### src/rtl/ntt_agu_pkg.sv
// rtl/ntt_agu_pkg.sv - shared state type and sizing helpers for the NTT address scheduler
package ntt_agu_pkg;

   typedef enum logic [1:0] {
      IDLE  = 2'd0,
      RUN   = 2'd1,
      GAP   = 2'd2,
      DRAIN = 2'd3
   } agu_state_e;

   localparam int DEF_DEGREE_WIDTH  = 16;
   localparam int DEF_DELTA         = 4;
   localparam int DEF_D_WIDTH       = 32;
   localparam int DEF_STAGE_GAP     = 8;
   localparam int DEF_TRANSLATE_LAT = 4;

   // S: number of radix-2^DELTA stages
   function automatic int num_stages(input int dw, input int d);
      return dw / d;
   endfunction

   // G: butterfly groups per stage (N / R)
   function automatic int num_groups(input int dw, input int d);
      return 1 << (dw - d);
   endfunction

   // stage counter width, never narrower than one bit
   function automatic int stage_w(input int dw, input int d);
      int s;
      s = dw / d;
      return (s > 1) ? $clog2(s) : 1;
   endfunction

   // group counter width, never narrower than one bit
   function automatic int group_w(input int dw, input int d);
      return (dw > d) ? (dw - d) : 1;
   endfunction

   // shared gap/drain counter must reach max(STAGE_GAP, TRANSLATE_LAT)
   function automatic int cnt_w(input int gap, input int lat);
      int m;
      m = (gap > lat) ? gap : lat;
      return (m > 0) ? $clog2(m + 1) : 1;
   endfunction

endpackage

### src/rtl/ntt_order_compose.sv
// rtl/ntt_order_compose.sv - combinational (stage, group, element) to point order
//   s     in  stage index
//   g     in  group index
//   j     in  element index within the group
//   order out point index, zero-extended to D_WIDTH
module ntt_order_compose
   import ntt_agu_pkg::*;
#(
   parameter int DEGREE_WIDTH = DEF_DEGREE_WIDTH,
   parameter int DELTA        = DEF_DELTA,
   parameter int D_WIDTH      = DEF_D_WIDTH
) (
   input  logic [stage_w(DEGREE_WIDTH, DELTA)-1:0] s,
   input  logic [group_w(DEGREE_WIDTH, DELTA)-1:0] g,
   input  logic [DELTA-1:0]                        j,
   output logic [D_WIDTH-1:0]                      order
);

   logic [DEGREE_WIDTH-1:0] g_ext;
   logic [DEGREE_WIDTH-1:0] low_mask;
   logic [DEGREE_WIDTH-1:0] low;
   logic [DEGREE_WIDTH-1:0] high;
   logic [DEGREE_WIDTH-1:0] res;
   int                      lo_bits;

   // The element index j is inserted as a DELTA-bit field at bit s*DELTA;
   // group bits below that field stay put, the rest move up by DELTA.
   always_comb begin
      lo_bits  = int'(s) * DELTA;
      g_ext    = DEGREE_WIDTH'(g);
      low_mask = (DEGREE_WIDTH'(1) << lo_bits) - DEGREE_WIDTH'(1);
      low      = g_ext & low_mask;
      high     = g_ext >> lo_bits;
      res      = (high << (lo_bits + DELTA)) | (DEGREE_WIDTH'(j) << lo_bits) | low;
      order    = D_WIDTH'(res);
   end

endmodule

### src/rtl/ntt_agu_scheduler.sv
// rtl/ntt_agu_scheduler.sv - NTT order stream scheduler: stages, gaps, stalls, drain
//   clk, rst     clock, asynchronous active-high reset
//   start, inv   transform request and stage direction (sampled with accepted start)
//   stall        holds order generation while running
//   order        point index to the translator
//   order_valid  translator read enable
//   agu_done     final order of the final stage
//   stage_last   last order of each stage
//   cur_stage    stage of the current order
//   busy, done   transform in progress, one-cycle completion pulse
module ntt_agu_scheduler
   import ntt_agu_pkg::*;
#(
   parameter int DEGREE_WIDTH  = DEF_DEGREE_WIDTH,
   parameter int DELTA         = DEF_DELTA,
   parameter int D_WIDTH       = DEF_D_WIDTH,
   parameter int STAGE_GAP     = DEF_STAGE_GAP,
   parameter int TRANSLATE_LAT = DEF_TRANSLATE_LAT
) (
   input  logic                                    clk,
   input  logic                                    rst,
   input  logic                                    start,
   input  logic                                    inv,
   input  logic                                    stall,
   output logic [D_WIDTH-1:0]                      order,
   output logic                                    order_valid,
   output logic                                    agu_done,
   output logic                                    stage_last,
   output logic [stage_w(DEGREE_WIDTH, DELTA)-1:0] cur_stage,
   output logic                                    busy,
   output logic                                    done
);

   localparam int S  = num_stages(DEGREE_WIDTH, DELTA);
   localparam int G  = num_groups(DEGREE_WIDTH, DELTA);
   localparam int SW = stage_w(DEGREE_WIDTH, DELTA);
   localparam int GW = group_w(DEGREE_WIDTH, DELTA);
   localparam int CW = cnt_w(STAGE_GAP, TRANSLATE_LAT);

   localparam logic [SW-1:0]    S_LAST  = SW'(S - 1);
   localparam logic [GW-1:0]    G_LAST  = GW'(G - 1);
   localparam logic [DELTA-1:0] J_LAST  = '1;
   // GAP is entered in the stage_last cycle, so it spans STAGE_GAP+1 cycles
   // with the next stage's first order issued on the last of them.
   localparam logic [CW-1:0]    GAP_END = CW'(STAGE_GAP);
   localparam logic [CW-1:0]    LAT_END = CW'((TRANSLATE_LAT > 0) ? TRANSLATE_LAT - 1 : 0);

   agu_state_e        state_q, state_d;
   logic [SW-1:0]     s_q, s_d;
   logic [GW-1:0]     g_q, g_d;
   logic [DELTA-1:0]  j_q, j_d;
   logic [CW-1:0]     cnt_q, cnt_d;
   logic              inv_q, inv_d;

   logic [D_WIDTH-1:0] order_d;
   logic               valid_d, agu_done_d, stage_last_d, busy_d, done_d;
   logic [SW-1:0]      cur_stage_d;

   // Counters always point at the next order to issue. In IDLE the first
   // order of a run is issued straight from the start position.
   logic [SW-1:0]      s_first, s_final, s_adv;
   logic [SW-1:0]      src_s;
   logic [GW-1:0]      src_g;
   logic [DELTA-1:0]   src_j;
   logic [D_WIDTH-1:0] src_order;
   logic               emit, at_stage_end, at_final;

   assign s_first = inv ? S_LAST : '0;
   // inv_q is stale during the IDLE issue, but that order (j=0) can never
   // be the last of a stage, so s_final is never consulted then.
   assign s_final = inv_q ? '0 : S_LAST;
   assign src_s   = (state_q == IDLE) ? s_first : s_q;
   assign src_g   = (state_q == IDLE) ? '0 : g_q;
   assign src_j   = (state_q == IDLE) ? '0 : j_q;
   assign s_adv   = inv_q ? (src_s - 1'b1) : (src_s + 1'b1);

   assign at_stage_end = (src_j == J_LAST) && (src_g == G_LAST);
   assign at_final     = at_stage_end && (src_s == s_final);

   ntt_order_compose #(
      .DEGREE_WIDTH(DEGREE_WIDTH),
      .DELTA       (DELTA),
      .D_WIDTH     (D_WIDTH)
   ) u_compose (
      .s    (src_s),
      .g    (src_g),
      .j    (src_j),
      .order(src_order)
   );

   always_ff @(posedge clk or posedge rst) begin
      if (rst) begin
         state_q     <= IDLE;
         s_q         <= '0;
         g_q         <= '0;
         j_q         <= '0;
         cnt_q       <= '0;
         inv_q       <= 1'b0;
         order       <= '0;
         order_valid <= 1'b0;
         agu_done    <= 1'b0;
         stage_last  <= 1'b0;
         cur_stage   <= '0;
         busy        <= 1'b0;
         done        <= 1'b0;
      end else begin
         state_q     <= state_d;
         s_q         <= s_d;
         g_q         <= g_d;
         j_q         <= j_d;
         cnt_q       <= cnt_d;
         inv_q       <= inv_d;
         order       <= order_d;
         order_valid <= valid_d;
         agu_done    <= agu_done_d;
         stage_last  <= stage_last_d;
         cur_stage   <= cur_stage_d;
         busy        <= busy_d;
         done        <= done_d;
      end
   end

   always_comb begin
      state_d      = state_q;
      s_d          = s_q;
      g_d          = g_q;
      j_d          = j_q;
      cnt_d        = cnt_q;
      inv_d        = inv_q;
      busy_d       = busy;
      order_d      = '0;
      valid_d      = 1'b0;
      agu_done_d   = 1'b0;
      stage_last_d = 1'b0;
      cur_stage_d  = '0;
      done_d       = 1'b0;
      emit         = 1'b0;

      unique case (state_q)
         IDLE: begin
            // busy still high here means this is the done cycle: drop busy,
            // and ignore start until busy is observed low.
            if (busy) begin
               busy_d = 1'b0;
            end else if (start) begin
               emit   = 1'b1;
               inv_d  = inv;
               busy_d = 1'b1;
            end
         end
         RUN: begin
            emit = !stall;
         end
         GAP: begin
            if (cnt_q == GAP_END) begin
               emit = 1'b1;
            end else begin
               cnt_d = cnt_q + 1'b1;
            end
         end
         DRAIN: begin
            if (cnt_q == LAT_END) begin
               done_d  = 1'b1;
               cnt_d   = '0;
               state_d = IDLE;
            end else begin
               cnt_d = cnt_q + 1'b1;
            end
         end
         default: begin
            state_d = IDLE;
         end
      endcase

      if (emit) begin
         order_d      = src_order;
         valid_d      = 1'b1;
         cur_stage_d  = src_s;
         stage_last_d = at_stage_end;
         agu_done_d   = at_final;
         if (!at_stage_end) begin
            state_d = RUN;
            s_d     = src_s;
            j_d     = src_j + 1'b1;
            g_d     = (src_j == J_LAST) ? (src_g + 1'b1) : src_g;
         end else if (!at_final) begin
            s_d     = s_adv;
            g_d     = '0;
            j_d     = '0;
            cnt_d   = '0;
            state_d = (STAGE_GAP == 0) ? RUN : GAP;
         end else begin
            s_d   = '0;
            g_d   = '0;
            j_d   = '0;
            cnt_d = '0;
            if (TRANSLATE_LAT == 0) begin
               done_d  = 1'b1;
               state_d = IDLE;
            end else begin
               state_d = DRAIN;
            end
         end
      end
   end

endmodule

### config.mk
export PLATFORM = sky130hd
export DESIGN_NAME = ntt_agu_scheduler
export DESIGN_NICKNAME = d
export VERILOG_FILES = /design/src/rtl/ntt_agu_pkg.sv /design/src/rtl/ntt_order_compose.sv /design/src/rtl/ntt_agu_scheduler.sv
export SDC_FILE = /design/constraint.sdc
export NUM_CORES = 1
export LEC_CHECK = 0
export BUFFER_PORTS_ARGS = -buffer_cell sky130_fd_sc_hd__buf_2
export CORE_MARGIN = 3
export CORE_UTILIZATION = 55
export CTS_BUF_LIST = sky130_fd_sc_hd__clkbuf_8
export DETAILED_ROUTE_END_ITERATION = 6
export PLACE_DENSITY = 0.77
export SLEW_MARGIN = 20
export SYNTH_ARGS = -nofsm -noshare
export SYNTH_HDL_FRONTEND = slang
export SYNTH_SLANG_ARGS = --single-unit
### constraint.sdc
create_clock -name clk -period 3.35 [get_ports clk]
set_input_delay 0.67 -clock clk [delete_from_list [all_inputs] [get_ports clk]]
set_output_delay 0.67 -clock clk [all_outputs]
set_load 0.005 [all_outputs]
==> reports/metrics.cfg, run 1 <==
[outcome]
status=complete, no violations

[layout]
nets=336
final_area_sq_um=3013
final_util_pct=62.14
layoutNonFillerInstCount=393
drive_above_1_share_pct=16.26
n_antenna_cell=0
fill_cells=417
areaGrowthSynthToFinish_pct=6.975

[floorplan]
start_util_pct=58.09
die_area_sq_um=6016
die_h_microns=77.56
rows=25
coreArea_sq_um=4848
die_w_microns=77.56
ios=44

[drt]
wl_microns=6133
top_layer=met4
drc=0
wl_met1_microns=2815
vias=2363
via_per_inst=6.013
firstDrtPassIters=6
ant_nets=0
drt_iter0_markers=258
wl_met3_microns=359
wl_met2_microns=2818
post_drt_wl_per_cell_microns=15.61

[logic_synthesis]
synth_seq_cells=48
synth.distinct_cells=61
synth_flop_cell=dfrtp_1
synth-edff-count=0
synthArstFlopShare_pct=100.0
netlist_area_sq_um=2816
synth_most_common_cell=dfrtp_1
synthTopCellsByArea=dfrtp_1 (43%), nor2_1 (4.4%), buf_4 (4.3%)
yosysWarnings=0
syn_avg_cell_area_sq_um=9.056
synth.top_cells.by_count=dfrtp_1 (48), nor2_1 (33), nand2_1 (30)
netlist.area_leader.share_pct=42.65
yosysTopAreaCell=dfrtp_1
ys_seq_area_share_pct=42.65
netlist_instances=311

[flow_run]
maxCapViolCount=0

[pwr]
powerDensity_nw_per_um2=467.3
total_power_mw=1.408
ir_drop_uv=439.2
p_leak_nw=1.384

[sta]
slew_headroom_pct=37.83
setup_tns_ps=0
drv_slew=0
setup_ws_ps=477.0
period_minus_slack_ps=2873
worst_pin_slew_ps=929.1
fmaxAchievable_mhz=348.1
rsz0062_at_grt=false
finalCritPeriodShare_pct=85.76
clock-skew-final_ps=9.508
setup_viol=0
holdWs_ps=484.1
final_hold_viol_count=0

[critical_path]
path_max_fanout=16
cp-end-kind=flip-flop
cp_slowest_cell=dfrtp_1
critPathLaunchType=flip-flop
slowest_delay_ps=510
crit_type=reg -> reg
path_cells=or2_2 -> a21oi_2 -> inv_1 -> ha_1 -> xor2_1 -> nor3_1 -> a22oi_1 -> nor2_1
worstPathRequired_ps=3580
cp.arrival_ps=3100

[grt]
overflow=0
grt_pass1_vias=2189
grtUsageTotal_pct=21.97
antenna_found_initial=0
grt_pass1_wl_microns=10690
grt_start_max_net_pins=49

[clock_tree]
clkSlewWorstSetupHoldPaths_ps=90
cts_resized=0
post_cts_buffers=0
cts_buffers=5
clockRootBuffer=clkbuf_8
cts_tree=built
clockBufferDepth=2
htree_levels=2
cts_hold_buf=0
clock_latency_ps=300
cts_sinks=48

[placed_design]
dpl.cell_count=385
port_buffers=27
placed_cell_area_sq_um=2890
dp_slack_ps=546.2
dp_hpwl_microns=4372
place_congestion=0.8802

[min_path]
hold_class=in -> async

## path summary, 6_finish.rpt
check | start | to | slack, ps | cells after the start
max in group asynchronous | rst | order[3]$_DFF_PP0_ | 2380 | 2
min in group clk | busy$_DFFE_PP0P_ | busy$_DFFE_PP0P_ | 530 | 1
setup / recovery | state_q[1]$_DFFE_PP0P_ | order[10]$_DFF_PP0_ | 480 | 8
hold reg to reg | busy$_DFFE_PP0P_ | busy$_DFFE_PP0P_ | 530 | 1
hold / removal | rst | cur_stage[0]$_DFF_PP0_ | 480 | 2
setup reg to reg | state_q[1]$_DFFE_PP0P_ | order[10]$_DFF_PP0_ | 480 | 8
## kinds of logic (layout without fill, tap and decap cells)
logic type	count (synthesis)	in the layout	synth area share (%)
buffers and inverters	47	47	9.152
AND/OR/NAND/NOR	124	124	22.88
multiplexers	7	7	2.710
other	1	16	0.1331
adder cells (fa/ha/maj)	6	6	2.665
XOR/XNOR	3	3	0.9331
AO/OA/AOI/OAI	75	75	18.88
flip-flops	48	48	42.65
## placed cells by master (no fill, tap or decap), types with 6 or more instances in the layout
| master | count |
|---|---|
| a21oi_1 | 11 |
| a22o_1 | 6 |
| a31oi_1 | 6 |
| and2_1 | 8 |
| buf_2 | 27 |
| clkbuf_8 | 6 |
| conb_1 | 16 |
| dfrtp_1 | 48 |
| ha_1 | 6 |
| inv_1 | 7 |
| nand2_1 | 30 |
| nand3_1 | 11 |
| nand4_1 | 6 |
| nor2_1 | 33 |
| nor3_1 | 7 |
| o21ai_0 | 16 |
## power by group
part	leakage (nW)	switching (mW)	internal (mW)	total, mW
clock network	0.0614	0.197	0.244	0.441
logic	0.724	0.125	0.120	0.245
registers	0.599	0.0885	0.634	0.722
## state kept, by name (all words and copies together), names as in the netlist, 2 cells and up
register   count
order         16
g_q           12
cnt_q          4
j_q            4
cur_stage      2
s_q            2
state_q        2
## layout make-up
cell class,count,area (sq um),area share (%)
Clock buffer,6,82.58,2.741
Timing Repair Buffer,30,157.7,5.233
Multi-Input combinational cell,231,1414,46.93
Inverter,9,35.03,1.163
Tap cell,67,83.83,2.782
Sequential cell,48,1201,39.87
Clock inverter,2,38.79,1.287
## routing by layer
layer / GRT usage [%] / vias up
met5: 0 / -
met4: 8.007 / 0
met3: 3.132 / 21
met2: 35.06 / 100
met1: 30.50 / 1127
li1: - / 1115
## worst max-delay path: cells and delay by family (launching register included)
| kind | cells | cell delay [ps] |
|---|---|---|
| simple gates | 3 | 1040 |
| compound gates | 2 | 600 |
| flops | 1 | 510 |
| fa+ha+maj | 1 | 400 |
| xor+xnor | 1 | 180 |
| buf+inv | 1 | 90 |
Note: power is estimated with default switching activity, not from simulation.
==> inputs of run 2 (changes only) <==
Settings changed: ABC_AREA from default to 1, PLACE_DENSITY 0.77 to 0.76.
==> reports/metrics.cfg, run 2 <==
[sta]
holdWs_ps=494.3  ; was 484.1 ps
setup_tns_ps=0  ; unchanged
setup_viol=0  ; unchanged
final_hold_viol_count=0  ; unchanged
rsz0062_at_grt=false  ; unchanged
slew_headroom_pct=43.09  ; was 37.83%
clock-skew-final_ps=7.769  ; was 9.508 ps
finalCritPeriodShare_pct=83.49  ; was 85.76%
period_minus_slack_ps=2797  ; was 2873 ps
fmaxAchievable_mhz=357.5  ; was 348.1 MHz
drv_slew=0  ; unchanged
worst_pin_slew_ps=852.6  ; was 929.1 ps
setup_ws_ps=553.2  ; was 477.0 ps

[floorplan]
die_w_microns=80.35  ; was 77.56 microns
die_h_microns=80.35  ; was 77.56 microns
start_util_pct=58.05  ; was 58.09%
ios=44  ; unchanged
rows=26  ; was 25
coreArea_sq_um=5238  ; was 4848 sq um
die_area_sq_um=6456  ; was 6016 sq um

[grt]
grt_start_max_net_pins=49  ; unchanged
overflow=0  ; unchanged
met1_usage_pct=34.42  ; was 30.50%
met2_usage_pct=41.06  ; was 35.06%
grt_use_met3_pct=6.054  ; was 3.132%
grtUsageTotal_pct=25.69  ; was 21.97%
grt_pass1_vias=2631  ; was 2,189
top_usage_layer=met2  ; unchanged
antenna_found_initial=0  ; unchanged
grt_pass1_wl_microns=12830  ; was 10,690 microns

[clock_tree]
cts_hold_buf=0  ; unchanged
cts_buffers=5  ; unchanged
htree_levels=2  ; unchanged
cts_sinks=48  ; unchanged
cts_tree=built  ; unchanged
cts_resized=0  ; unchanged
clockRootBuffer=clkbuf_8  ; unchanged
clkSlewWorstSetupHoldPaths_ps=90  ; about the same
clock_latency_ps=310  ; was 300 ps
post_cts_buffers=0  ; unchanged
clockBufferDepth=2  ; unchanged

[layout]
areaGrowthSynthToFinish_pct=7.531  ; was 6.975%
nets=450  ; was 336
largest_reg_flops=16  ; unchanged
final-seq-area_sq_um=1201  ; unchanged
drive_above_1_share_pct=13.41  ; was 16.26%
fill_cells=480  ; was 417
reg.largest.list=order x16, g_q x12  ; unchanged
multiInputGateArea_sq_um=1519  ; was 1414 sq um
top_register=order  ; unchanged
n_antenna_cell=0  ; unchanged
layout_common_cells=nand2_1 (102), dfrtp_1 (48), inv_1 (42), nor2_1 (37), nand3_1 (34)  ; was dfrtp_1 (48), nor2_1 (33), nand2_1 (30), buf_2 (27)
layout_commonest_cell=nand2_1  ; was dfrtp_1

[logic_synthesis]
yosysTopAreaCell=dfrtp_1  ; unchanged
synthTopCellsByArea=dfrtp_1 (40%), nand2_1 (13%), nand3_1 (5.6%)  ; was dfrtp_1 (43%), nor2_1 (4.4%), buf_4 (4.3%)
synth.distinct_cells=32  ; was 61
ys_seq_area_share_pct=39.51  ; was 42.65%
synth-edff-count=0  ; unchanged
netlist_instances=414  ; was 311
synth_seq_cells=48  ; unchanged
synth_flop_cell=dfrtp_1  ; unchanged
synth.top_cells.by_count=nand2_1 (102), dfrtp_1 (48), inv_1 (42)  ; was dfrtp_1 (48), nor2_1 (33), nand2_1 (30)
syn_avg_cell_area_sq_um=7.344  ; was 9.056 sq um
synth_most_common_cell=nand2_1  ; was dfrtp_1
netlist_area_sq_um=3040  ; was 2816 sq um
netlist.area_leader.share_pct=39.51  ; was 42.65%
yosysWarnings=0  ; unchanged
synthArstFlopShare_pct=100.0  ; unchanged

[drt]
wl_microns=7734  ; was 6133 microns
ant_nets=0  ; unchanged
drc=0  ; unchanged
vias=2827  ; was 2,363
firstDrtPassIters=6  ; unchanged
post_drt_wl_per_cell_microns=15.16  ; was 15.61 microns
drt_iter0_markers=277  ; was 258
via_per_inst=5.543  ; was 6.013

[min_path]
min_from=g_q[9]$_DFFE_PP0P_
worstHoldPathCells=2
hold_class=reg -> reg  ; was in -> async
holdPathEnd=g_q[9]$_DFFE_PP0P_

[critical_path]
cp.arrival_ps=3020  ; was 3100 ps
r2r_cells=10  ; was 8
path_max_fanout=18  ; was 16
worst_r2r_endpoint=order[14]$_DFF_PP0_  ; was order[10]$_DFF_PP0_
worstPathRequired_ps=3570  ; was 3580 ps
critPathLaunchType=flip-flop  ; unchanged
cp-end-kind=flip-flop  ; unchanged
r2r_start=state_q[0]$_DFFE_PP0P_  ; was state_q[1]$_DFFE_PP0P_
r2r_slack_ps=550  ; was 480 ps
crit_type=reg -> reg  ; unchanged

[pwr]
p_comb_share_pct=50.5  ; was 17.4%
p_leak_nw=1.670  ; was 1.384 nW
p_int_mw=1.295  ; was 0.9983 mW
p_sw_share_pct=46.88  ; was 29.09%
p_seq_share_pct=32.2  ; was 51.3%
powerDensity_nw_per_um2=745.7  ; was 467.3 nW/um^2
ir_drop_uv=435.1  ; was 439.2 uV
total_power_mw=2.438  ; was 1.408 mW
switchingPower_mw=1.143  ; was 0.4096 mW
clkPwrFrac_pct=17.3  ; was 31.3%

[placed_design]
dp_hpwl_microns=5604  ; was 4372 microns
dp_slack_ps=627.8  ; was 546.2 ps
port_buffers=27  ; unchanged
place_congestion=0.9794  ; was 0.8802

[flow_run]
maxCapViolCount=0  ; unchanged

[outcome]
status=complete, no violations  ; unchanged

-- run 2: logic make-up after synthesis --
logic type	Yosys count	synth area share, %
AOI/OAI and AO/OA	68	12.10
xor gates and xnor gates	9	2.593
other	1	0.1233
and+or+nand+nor	205	30.82
DFF	48	39.51
buffers and inverters	77	12.39
adders and majority gates	6	2.469
-- run 2: per-stage QoR --
step / std cells / instance area, sq um / util [%]
2_1_floorplan: 429 / 3097 / -
3_3_place_gp: 502 / 3161 / 60.34
3_5_place_dp: 502 / 3161 / 60.34
4_1_cts: 510 / 3268 / 62.40
5_1_grt: 510 / 3269 / 62.42
6_report: 510 / 3269 / 62.42
-- run 2: critical path, cell delays in order, from the launching register on --
cell	delay, ps
dfrtp_1	460
nor2_4	390
nand2_1	160
o21ai_1	120
buf_4	220
ha_1	330
nor2_1	520
nand2_1	180
nor2_1	120
a31oi_1	50
a21oi_1	170
-- run 2: per-layer routing --
layer / vias to the layer above / wire (microns) / part of all wire [%]
li1: 1363 / - / -
met1: 1314 / 3382 / 44
met2: 131 / 3574 / 46
met3: 19 / 609 / 7.9
met4: 0 / 167 / 2.2
met5: - / 0 / 0
-- run 2: worst max-delay path by stage --
stage                                      start                   to  slack [ps]  depth (start not counted)
final                     state_q[0]$_DFFE_PP0P_  order[14]$_DFF_PP0_         550                         10
after global routing      state_q[0]$_DFFE_PP0P_  order[14]$_DFF_PP0_         320                         10
after CTS                 state_q[1]$_DFFE_PP0P_  order[14]$_DFF_PP0_         640                         10
after detailed placement  state_q[1]$_DFFE_PP0P_  order[14]$_DFF_PP0_         630                         10
after global placement    state_q[1]$_DFFE_PP0P_  order[13]$_DFF_PP0_         740                         10
after floorplan                              inv  order[12]$_DFF_PP0_         950                         10
-- run 2: layout make-up --
cell class | instances | area share, %
multi-input combinational | 304 | 46.46
sequential | 48 | 36.74
timing repair buffer | 32 | 5.281
tap | 70 | 2.679
clock inverter | 3 | 1.186
clock buffer | 5 | 2.105
inverter | 48 | 5.549
-- run 2: power groups by stage --
stage                     logic, mW  registers, mW  clock network [mW]
after global placement         1.20          0.788                   0
after floorplan               0.889          0.794                   0
final                          1.23          0.784               0.422
after global routing           1.39          0.801               0.453
after detailed placement       1.20          0.793                   0
after CTS                      1.20          0.782               0.428
==> inputs of run 3 (changes only) <==
Settings changed: CORE_UTILIZATION 55 to 54, PLACE_DENSITY 0.76 to 0.78.
Clock period 3.35 ns to 2.31 ns, I/O delays scaled along.
==> reports/metrics.cfg, run 3 (synthesis results as in run 2) <==
[sta]
period_minus_slack_ps=2129  ; was 2797 ps
rsz0062_at_grt=false  ; unchanged
clock-skew-final_ps=8.535  ; was 7.769 ps
setup_tns_ps=0  ; unchanged
setup_viol=0  ; unchanged
fmaxAchievable_mhz=469.7  ; was 357.5 MHz
drv_slew=0  ; unchanged
final_hold_viol_count=0  ; unchanged
finalCritPeriodShare_pct=92.16  ; was 83.49%
setup_ws_ps=181.0  ; was 553.2 ps

[min_path]
hold_class=in -> async  ; was reg -> reg

[critical_path]
path_cells=inv_1 -> nand2_4 -> nand2_1 -> inv_2 -> ha_1 -> nand2_1 -> inv_1 -> nand4_1 -> nor2_4 -> nand4_4 -> nand2_8 -> inv_2 -> nand2_1 -> nand2_1  ; was nor2_4 -> nand2_1 -> o21ai_1 -> buf_4 -> ha_1 -> nor2_1 -> nand2_1 -> nor2_1 -> a31oi_1 -> a21oi_1
cp_slowest_cell=dfrtp_2  ; was nor2_1
worst_r2r_endpoint=g_q[11]$_DFFE_PP0P_  ; was order[14]$_DFF_PP0_
cp-end-kind=flip-flop  ; unchanged
r2r_start=state_q[0]$_DFFE_PP0P_  ; unchanged
critical_path_buf_inv_count=4  ; was 1
crit_type=reg -> reg  ; unchanged
cp_top_family=simple AND/OR/NAND/NOR gates  ; unchanged
path_max_fanout=10  ; was 18
worstPathRequired_ps=2520  ; was 3570 ps
r2r_slack_ps=180  ; was 550 ps
critPathLaunchType=flip-flop  ; unchanged
r2r_cells=14  ; was 10
cp.arrival_ps=2340  ; was 3020 ps
slowest_delay_ps=420  ; was 520 ps
critPathMostFrequentCell=nand2_1

[placed_design]
port_buffers=27  ; unchanged
dp_hpwl_microns=5877  ; was 5604 microns
place_congestion=1.011  ; was 0.9794
dp_slack_ps=157.1  ; was 627.8 ps
dpl.cell_count=515  ; was 502

[layout]
layoutNonFillerInstCount=525  ; was 510
layout_commonest_cell=nand2_1  ; unchanged
nets=465  ; was 450
final_util_pct=64.22  ; was 62.42%
drive_above_1_share_pct=16.92  ; was 13.41%
largest_reg_flops=16  ; unchanged
reg.largest.list=order x16, g_q x12  ; unchanged
layout_common_cells=nand2_1 (102), dfrtp_1 (47), inv_1 (41), nor2_1 (36), nand3_1 (34)  ; was nand2_1 (102), dfrtp_1 (48), inv_1 (42), nor2_1 (37), nand3_1 (34)
n_antenna_cell=0  ; unchanged
top_register=order  ; unchanged
areaGrowthSynthToFinish_pct=11.32  ; was 7.531%

[pwr]
p_seq_share_pct=31.9  ; was 32.2%
ir_drop_uv=463.8  ; was 435.1 uV
p_int_mw=1.899  ; was 1.295 mW
p_leak_nw=1.736  ; was 1.670 nW
switchingPower_mw=1.671  ; was 1.143 mW
powerDensity_nw_per_um2=1055  ; was 745.7 nW/um^2
clkPwrFrac_pct=14.6  ; was 17.3%
total_power_mw=3.570  ; was 2.438 mW
p_sw_share_pct=46.80  ; was 46.88%
p_comb_share_pct=53.5  ; was 50.5%

[grt]
grt_pass1_wl_microns=12380  ; was 12,830 microns
grt_pass1_vias=2527  ; was 2,631
overflow=0  ; unchanged
antenna_found_initial=0  ; unchanged
grtUsageTotal_pct=24.51  ; was 25.69%
grt_start_max_net_pins=24  ; was 49

[floorplan]
die_area_sq_um=6567  ; was 6456 sq um
coreArea_sq_um=5270  ; was 5238 sq um
ios=44  ; unchanged
start_util_pct=57.69  ; was 58.05%
die_h_microns=81.04  ; was 80.35 microns
rows=26  ; unchanged
die_w_microns=81.04  ; was 80.35 microns

[clock_tree]
htree_levels=2  ; unchanged
cts_hold_buf=0  ; unchanged
clockBufferDepth=2  ; unchanged
cts_sinks=48  ; unchanged
clock_latency_ps=310  ; about the same
cts_buffers=5  ; unchanged
clkSlewWorstSetupHoldPaths_ps=90  ; about the same
clockRootBuffer=clkbuf_8  ; unchanged
cts_tree=built  ; unchanged

[drt]
drc=0  ; unchanged
via_per_inst=5.520  ; was 5.543
ant_nets=0  ; unchanged
drt_iter0_markers=396  ; was 277
vias=2898  ; was 2,827
post_drt_wl_per_cell_microns=14.67  ; was 15.16 microns
firstDrtPassIters=5  ; was 6
wl_microns=7704  ; was 7734 microns

[outcome]
status=complete, no violations  ; unchanged

[flow_run]
maxCapViolCount=0  ; unchanged

-- run 3: worst max path at each step --
stage,startpoint,endpoint,cells after the start
finish,state_q[0]$_DFFE_PP0P_,g_q[11]$_DFFE_PP0P_,14
global placement,state_q[0]$_DFFE_PP0P_,g_q[11]$_DFFE_PP0P_,14
detailed placement,state_q[0]$_DFFE_PP0P_,g_q[11]$_DFFE_PP0P_,14
CTS,state_q[0]$_DFFE_PP0P_,g_q[11]$_DFFE_PP0P_,14
floorplan,state_q[0]$_DFFE_PP0P_,order[12]$_DFF_PP0_,11
global route,state_q[0]$_DFFE_PP0P_,g_q[11]$_DFFE_PP0P_,14
-- run 3: worst reg2reg max path: cells and delay by family (launching register included) --
kind / cells / cell delay [ps]
fa+ha+maj: 1 / 210
buf+inv: 4 / 310
flops: 1 / 420
simple gates: 9 / 1090
-- run 3: cell type report --
| class | count | area (sq um) |
|---|---|---|
| fill | 483 | 1886 |
| multi-input combinational | 304 | 1535 |
| sequential | 48 | 1202 |
| timing repair buffer | 47 | 285.3 |
| inverter | 48 | 180.2 |
| tap | 70 | 87.58 |
| clock buffer | 6 | 82.58 |
| clock inverter | 2 | 11.26 |
-- run 3: layer usage --
layer | share of wire [%] | up-vias | GRT usage (%)
li1 | - | 1391 | -
met1 | 46 | 1338 | 36.13
met4 | 2.2 | 0 | 9.459
met2 | 43 | 151 | 36.12
met3 | 8.9 | 18 | 3.548
met5 | 0 | - | 0
-- run 3: stage by stage --
stage,area (sq um),hold slack [ps]
2_1_floorplan,3099,458.8
3_3_place_gp,3261,480.0
3_5_place_dp,3261,495.8
4_1_cts,3354,182.4
5_1_grt,3385,199.1
6_report,3385,166.6
-- run 3: power by group through the flow --
stage	clock network (mW)	logic, mW	registers [mW]
4_1_cts	0.529	1.85	1.14
5_1_grt	0.565	2.11	1.16
3_3_place_gp	0	1.83	1.15
3_5_place_dp	0	1.84	1.15
2_1_floorplan	0	1.30	1.15
6_report	0.520	1.91	1.14
-- run 3: what timing repair did --
action	CTS	global route
setup endpoints to repair	0	16
endpoints found under the hold margin	0	0
setup buffers	0	2
resized for setup	0	4
